### config.mk
export PLATFORM = sky130hd
export DESIGN_NAME = bin_to_bcd_seq
export DESIGN_NICKNAME = d
export VERILOG_FILES = /design/src/rtl/bcd_pkg.sv /design/src/rtl/bcd_add3.sv /design/src/rtl/bin_to_bcd_seq.sv
export SDC_FILE = /design/constraint.sdc
export NUM_CORES = 1
export LEC_CHECK = 0
export CAP_MARGIN = 20
export CORE_MARGIN = 2
export CORE_UTILIZATION = 45
export DETAILED_ROUTE_END_ITERATION = 8
export PLACE_DENSITY_LB_ADDON = 0.25
export SYNTH_ARGS = -nofsm -noshare
export SYNTH_HDL_FRONTEND = slang
export SYNTH_SLANG_ARGS = --single-unit
export TNS_END_PERCENT = 1
### constraint.sdc
create_clock -name clk -period 3.6 [get_ports clk]
set_input_delay 0.72 -clock clk [delete_from_list [all_inputs] [get_ports clk]]
set_output_delay 0.72 -clock clk [all_outputs]
set_load 0.005 [all_outputs]
### src/rtl/bcd_pkg.sv
// Shared types and constants for the sequential binary-to-BCD converter.
package bcd_pkg;

   typedef logic [3:0] bcd_digit_t;

   typedef enum logic [1:0] {
      IDLE    = 2'd0,
      CONVERT = 2'd1,
      DONE    = 2'd2
   } state_t;

   localparam bcd_digit_t BCD_ADJ_THRESH = 4'd5;
   localparam bcd_digit_t BCD_ADJ_ADD    = 4'd3;

endpackage

### src/rtl/bcd_add3.sv
// Double-dabble digit correction: adds 3 to a BCD digit that is 5 or more.
module bcd_add3
   import bcd_pkg::*;
(
   input  logic [3:0] digit,
   output logic [3:0] adj_c
);

   always_comb begin
      adj_c = digit;
      if (digit >= BCD_ADJ_THRESH) begin
         adj_c = digit + BCD_ADJ_ADD;
      end
   end

endmodule

### src/rtl/bin_to_bcd_seq.sv
// Sequential shift-and-add-3 binary-to-BCD converter, one input bit per clock.
// Optional leading-zero blank mask output when LEAD_ZERO_BLANK_EN is defined.
module bin_to_bcd_seq
   import bcd_pkg::*;
#(
   parameter int unsigned BIN_W  = 16,
   parameter int unsigned DIGITS = 5
) (
   input  logic                  clk,
   input  logic                  reset,
   input  logic                  start,
   input  logic [BIN_W-1:0]      bin_in,
   output logic                  busy,
   output logic                  done,
   output logic [4*DIGITS-1:0]   bcd_out,
   output logic                  overflow
`ifdef LEAD_ZERO_BLANK_EN
   ,
   output logic [DIGITS-1:0]     blank
`endif
);

   localparam int unsigned BCD_W = 4 * DIGITS;
   localparam int unsigned CNT_W = $clog2(BIN_W + 1);

   state_t             state_q, state_d;
   logic [BIN_W-1:0]   bin_q, bin_d;
   logic [BCD_W-1:0]   scr_q, scr_d;
   logic [BCD_W-1:0]   adj_c;
   logic [CNT_W-1:0]   cnt_q, cnt_d;
   logic               carry_q, carry_d;
   logic               shift_out;
   logic               busy_d, done_d;
   logic [BCD_W-1:0]   bcd_d;
   logic               ovf_d;

   // Per-digit add-3 correction applied before every shift.
   for (genvar g = 0; g < DIGITS; g++) begin : g_adj
      bcd_add3 u_add3 (
         .digit (scr_q[4*g +: 4]),
         .adj_c (adj_c[4*g +: 4])
      );
   end

   always_comb begin
      state_d   = state_q;
      bin_d     = bin_q;
      scr_d     = scr_q;
      cnt_d     = cnt_q;
      carry_d   = carry_q;
      shift_out = 1'b0;
      bcd_d     = bcd_out;
      ovf_d     = overflow;

      case (state_q)
         IDLE: begin
            if (start) begin
               bin_d   = bin_in;
               scr_d   = '0;
               cnt_d   = '0;
               carry_d = 1'b0;
               state_d = CONVERT;
            end
         end
         CONVERT: begin
            // Any bit leaving the top digit means the value exceeds DIGITS digits.
            {shift_out, scr_d, bin_d} = {adj_c, bin_q, 1'b0};
            carry_d = carry_q | shift_out;
            cnt_d   = cnt_q + CNT_W'(1);
            if (cnt_q == CNT_W'(BIN_W - 1)) begin
               bcd_d   = scr_d;
               ovf_d   = carry_d;
               state_d = DONE;
            end
         end
         DONE: begin
            state_d = IDLE;
         end
         default: begin
            state_d = IDLE;
         end
      endcase

      busy_d = (state_d == CONVERT);
      done_d = (state_d == DONE);
   end

`ifdef LEAD_ZERO_BLANK_EN
   logic [DIGITS-1:0] blank_d;
   logic              hi_zero;

   // Blank digit i when it and every digit above it are zero; units never blanked.
   always_comb begin
      blank_d = '0;
      hi_zero = 1'b1;
      for (int i = int'(DIGITS) - 1; i >= 1; i--) begin
         hi_zero    = hi_zero & (bcd_d[4*i +: 4] == 4'd0);
         blank_d[i] = hi_zero;
      end
   end

   always_ff @(posedge clk or posedge reset) begin
      if (reset) begin
         blank <= {{(DIGITS-1){1'b1}}, 1'b0};
      end else begin
         blank <= blank_d;
      end
   end
`endif

   always_ff @(posedge clk or posedge reset) begin
      if (reset) begin
         state_q  <= IDLE;
         bin_q    <= '0;
         scr_q    <= '0;
         cnt_q    <= '0;
         carry_q  <= 1'b0;
         busy     <= 1'b0;
         done     <= 1'b0;
         bcd_out  <= '0;
         overflow <= 1'b0;
      end else begin
         state_q  <= state_d;
         bin_q    <= bin_d;
         scr_q    <= scr_d;
         cnt_q    <= cnt_d;
         carry_q  <= carry_d;
         busy     <= busy_d;
         done     <= done_d;
         bcd_out  <= bcd_d;
         overflow <= ovf_d;
      end
   end

endmodule

After elaboration in Yosys (flattened, before gate mapping)
Index checks and enable logic that the tools add are counted.

Register bits after elaboration: 67.

Bitwise logic cells: 1. Multiplexer cells: 16. Equal/unequal tests: 5. Reduce and logical (&&, ||, !) cells: 4. $lt $le $gt $ge: 5. Add/subtract/negate cells: 6.

Operators with widths (number): $pmux W20 S2 (1); $pmux W16 S2 (1); $add A4 B2 Y4 const B (5); $ge A4 B3 Y1 const B (5); $mux W20 (1); $mux W4 (5); $mux W16 (1); $pmux W5 S2 (1); $add A5 B1 Y5 const B (1); $eq A5 B4 Y1 const B (1); $mux W5 (1); $eq A2 B1 Y1 const B (2); $mux W2 (2); $pmux W2 S2 (1); $reduce_and A2 Y1 (2); $eq A2 B2 Y1 const B (1); $logic_not A2 Y1 (1); $ne A2 B2 Y1 const B (1); $pmux W1 S2 (1); $reduce_bool A2 Y1 (1); $mux W1 (1); $or A1 B1 Y1 (1).

Longest topological paths before layout
Word-level depth: 4. Gate-level depth with buffers: 8. Depth with buffers taken out: 7.

Hierarchy
From an unflattened synthesis, not the netlist that was laid out.

Cells, all modules: 299. Area, all modules: 3348.2 um^2.

Modules (own cells, without submodules): bin_to_bcd_seq (area an instance 2841.5 um^2, cells each 219, times used 1, sequential area each 1676.6 um^2); bcd_add3 (area an instance 101.3 um^2, cells each 16, times used 5, sequential area each 0.0 um^2).

Least setup slack after synthesis
Ideal clock, no wire load.

Path kind: register -> register. Start point: register cnt_q[0]. End point: register bcd_out[0]. Slack: 2.080 ns. Stages on the path, launching flop included: 6. Path buffers: 0. Data arrival time: 1.396 ns. Cell sequence: dfrtp_1 ha_1 and3_1 ha_1 nand2_2 mux2_2.

Cells in the longest elaborated chain, start to end: 2.

RTL lines: start, declared (RTL line bin_to_bcd_seq.sv:30) `logic [CNT_W-1:0] cnt_q, cnt_d;`; start signal, assigned (RTL line bin_to_bcd_seq.sv:126) `cnt_q <= cnt_d;`; $eq A5 B4 Y1 (RTL line bin_to_bcd_seq.sv:70) `if (cnt_q == CNT_W'(BIN_W - 1)) begin`; $reduce_and A2 Y1 (no source line); end signal, assigned (RTL line bin_to_bcd_seq.sv:120) `bcd_out <= '0;`; end signal, assigned (RTL line bin_to_bcd_seq.sv:130) `bcd_out <= bcd_d;`; end, declared (RTL line bin_to_bcd_seq.sv:15) `output logic [4*DIGITS-1:0] bcd_out,`.

No other way between the ends. A chain may end at the register's enable or synchronous reset.

Final worst setup path
Start point: register state_q[0]. End point: register bcd_out[7].

Cells in the longest elaborated chain, start to end: 2.

RTL lines: start, declared (RTL line bin_to_bcd_seq.sv:26) `state_t state_q, state_d;`; start signal, assigned (RTL line bin_to_bcd_seq.sv:123) `state_q <= state_d;`; $eq A2 B1 Y1 (RTL line bin_to_bcd_seq.sv:55) `case (state_q)`; $reduce_and A2 Y1 (no source line).

No other way between the ends.

==> key figures <==
Status
  – Status: finished, final reports clean

Route
  – Post-DRT Antenna Nets: 0
  – Pre-Repair DR Iteration Count: 4
  – WL per Instance: 14.1 um
  – Vias per std cell: 5.20
  – Via count: 2,421
  – Post-Route WL: 6550 um
  – Initial drt markers: 165
  – Drt drc: 0

Yosys
  – #FFs+latches synth: 67
  – Sequential share of the synthesized area: 51.8%
  – Synth cell types: 38
  – Synthesis Warnings: 0
  – Fraction of registers with async set/reset: 100%
  – Post-synth top area share: 51.8%
  – Avg Cell Area, Syn: 9.89 um2
  – Largest area contributor in the netlist: dfrtp_1
  – Prevailing post-synth register cell: dfrtp_1
  – Number of flops mapped to enable cells by yosys: 0
  – Syn Inst Count: 327
  – Cell area after synthesis: 0.00323 mm2
  – Synth area leaders: dfrtp_1 (52%), o21ai_0 (7.7%), nand2_1 (5.9%), ha_1 (4.6%), a31oi_1 (3.7%)
  – Synthesized Nets: 358

Worst setup path
  – Worst setup EP type: flip-flop
  – Crit-path cells: nor2b_4 -> nand2_2 -> inv_2 -> nor2_1 -> a31oi_1
  – WP data arrival: 2.39 ns
  – Slowest cell on crit path: dfrtp_1
  – Startpoint Class: flip-flop
  – CP peak stage delay: 0.78 ns
  – CP bufs+invs: 1
  – Setup CP Type: reg2reg
  – Worst reg2reg path startpoint: state_q[0]
  – Crit-path max FO: 32
  – Worst EP required: 3.84 ns
  – Crit path from: state_q[0]
  – Cell family with most CP delay: flip-flops

Global routing
  – GRT Util Overall: 18.5%
  – First-pass GRT wire length: 11,200 um
  – Largest net degree at the start of global routing: 33
  – Initial antenna violation count: 0
  – Gr ovfl total: 0
  – Vias in the first global route: 2,349

STA
  – Setup-failing EPs final: 0
  – Fmax: 467 MHz
  – Setup TNS: 0 ns
  – Worst slew margin: 40.8%
  – Measured slew at the worst slew-check pin: 0.888 ns
  – Tmin final: 2.14 ns
  – Hold Fails Final Rpt: 0
  – Final slew viol count: 0
  – Final period util: 59.5%
  – RSZ-0062 raised after global routing: false
  – Clock Skew: 0.00595 ns

Final layout
  – Post-route insts no fill: 466
  – Share of layout cells above drive strength 1: 11.1%
  – Fin nets: 397
  – Multi-input gate area: 0.00137 mm2
  – # fillers: 614
  – Ant diodes: 0
  – Area of all sequential standard cells: 0.00168 mm2
  – Final instance area: 0.00383 mm2
  – Synth-to-Final Area Change: 18.4%
  – Fin util: 55.7%

Floorplan
  – Total die area: 0.00788 mm2
  – IO Pins: 42
  – Die Y: 88.8 um
  – Initial core utilization: 47.1%
  – Die W: 88.8 um
  – Core box area: 0.00687 mm2
  – FP Rows: 30

CTS
  – Clock sink total: 67
  – Hold_buf cts: 0
  – TritonCTS clock tree: built
  – Root buffer cell: clkbuf_8
  – Clock latency on the worst-skew pair: 0.33 ns
  – Clk slew on worst S/H paths: 0.07 ns
  – Postcts setup bufs: 0
  – TritonCTS Buffers: 9
  – CTS max path bufs: 2
  – Max H-tree Level: 3
  – Post_cts resized: 0

Placed design
  – Final GP Congestion: 0.795
  – DP Wirelength: 4350 um
  – DP Cell Count: 451
  – Buffers added on ports: 41
  – Post-DP Area: 0.00367 mm2

Job
  – Max-Cap Viols: 0

Power and ir drop
  – Power density over the cells: 862 mW/mm2
  – Worst vdd ir: 0.000389 V
  – LEAKAGE: 0.00165 uW

Worst hold path
  – Hold Startpoint: bin_q[2]
  – HP Class: reg2reg
==> cell usage after synthesis (2+ instances only) <==
cell type,n
a31oi_1,19
nor2_1,8
a21oi_1,16
nor2b_1,2
nand2_1,51
buf_4,3
inv_1,13
o21ai_2,6
a22o_1,2
xnor2_1,5
ha_1,12
o21ai_0,50
nor3b_1,5
and2_1,14
buf_2,3
clkbuf_2,2
o21ai_1,5
or3b_2,4
nand2b_1,6
dfrtp_1,67
clkbuf_1,3
buf_6,6
mux2_2,6
nor3_1,5
==> where the power goes <==
group / switching [uW] / total, uW / internal (uW)
Clock: 259 / 521 / 262
Combinational: 725 / 1430 / 704
Sequential: 268 / 1350 / 1080
==> per-stage QoR <==
| stage | hold WS [ns] | worst slack, ns | power [uW] |
|---|---|---|---|
| after floorplan | 0.441 | 1.20 | 2320 |
| after global placement | 0.457 | 1.18 | 2730 |
| after detailed placement | 0.468 | 1.15 | 2800 |
| after CTS | 0.484 | 1.42 | 3330 |
| after global routing | 0.510 | 1.26 | 3600 |
| final | 0.478 | 1.46 | 3300 |
==> tightest hold or removal path, cell delays in order, from the launching register on <==
cell and delay [ns]:
dfrtp_1 0.34, nand2_1 0.04, o21ai_0 0.06
==> final timing paths <==
path,to,slack (ns),cells after the start
setup / recovery,bcd_out[7],1.46,5
hold / removal,bin_q[2],0.48,2
setup reg to reg,bcd_out[7],1.46,5
hold reg to reg,bin_q[2],0.48,2
max in group asynchronous,cnt_q[4],2.21,3
min in group asynchronous,bcd_out[12],0.67,2
==> final cells by class <==
class,count,area share [%]
tap,96,3.14
timing repair buffer,45,11.5
sequential,67,43.8
clock inverter,3,0.392
clock buffer,12,3.79
multi-input combinational,228,35.8
inverter,15,1.54
==> metal layers <==
layer / share of wire (%) / GRT usage [%] / up-vias / routed length (um)
li1: - / - / 1199 / -
met4: 0.64 / 5.79 / 0 / 42
met3: 3.9 / 5.22 / 4 / 253
met5: 0 / 0 / - / 0
met2: 48 / 28.4 / 37 / 3120
met1: 48 / 25.4 / 1181 / 3130
==> sequential cells by signal (all words and copies together) (netlist names) <==
| register | flops |
|---|---|
| cnt_q | 5 |
| state_q | 2 |
| bcd_out | 20 |
| carry_q | 1 |
| overflow | 1 |
| busy | 1 |
| done | 1 |
| bin_q | 16 |
| scr_q | 20 |
==> cell usage in the layout (no fill, tap or decap), types with 2 or more instances in the layout <==
cell and instances:
a21oi_1 16, a22o_1 2, a31oi_1 19, and2_1 14, buf_4 4, clkbuf_1 2, clkbuf_8 10, clkdlybuf4s50_1 41
clkinv_2 3, dfrtp_1 67, ha_1 12, inv_1 12, inv_2 2, mux2_2 6, nand2_1 51, nand2b_1 6
nor2_1 8, nor2b_1 2, nor3_1 5, nor3b_1 5, o21ai_0 50, o21ai_1 5, o21ai_2 6, or3b_2 4
xnor2_1 5
==> cells by family (layout without fill, tap and decap cells) <==
group / Yosys count / after routing / synth area share [%]
AO/OA/AOI/OAI: 103 / 103 / 18.5
XOR/XNOR: 5 / 5 / 1.35
adder cells (fa/ha/maj): 12 / 12 / 4.64
buffers and inverters: 32 / 75 / 5.73
flip-flops: 67 / 67 / 51.8
multiplexers: 7 / 7 / 2.40
AND/OR/NAND/NOR: 101 / 101 / 15.6
Note: power is estimated with default switching activity, not from simulation.
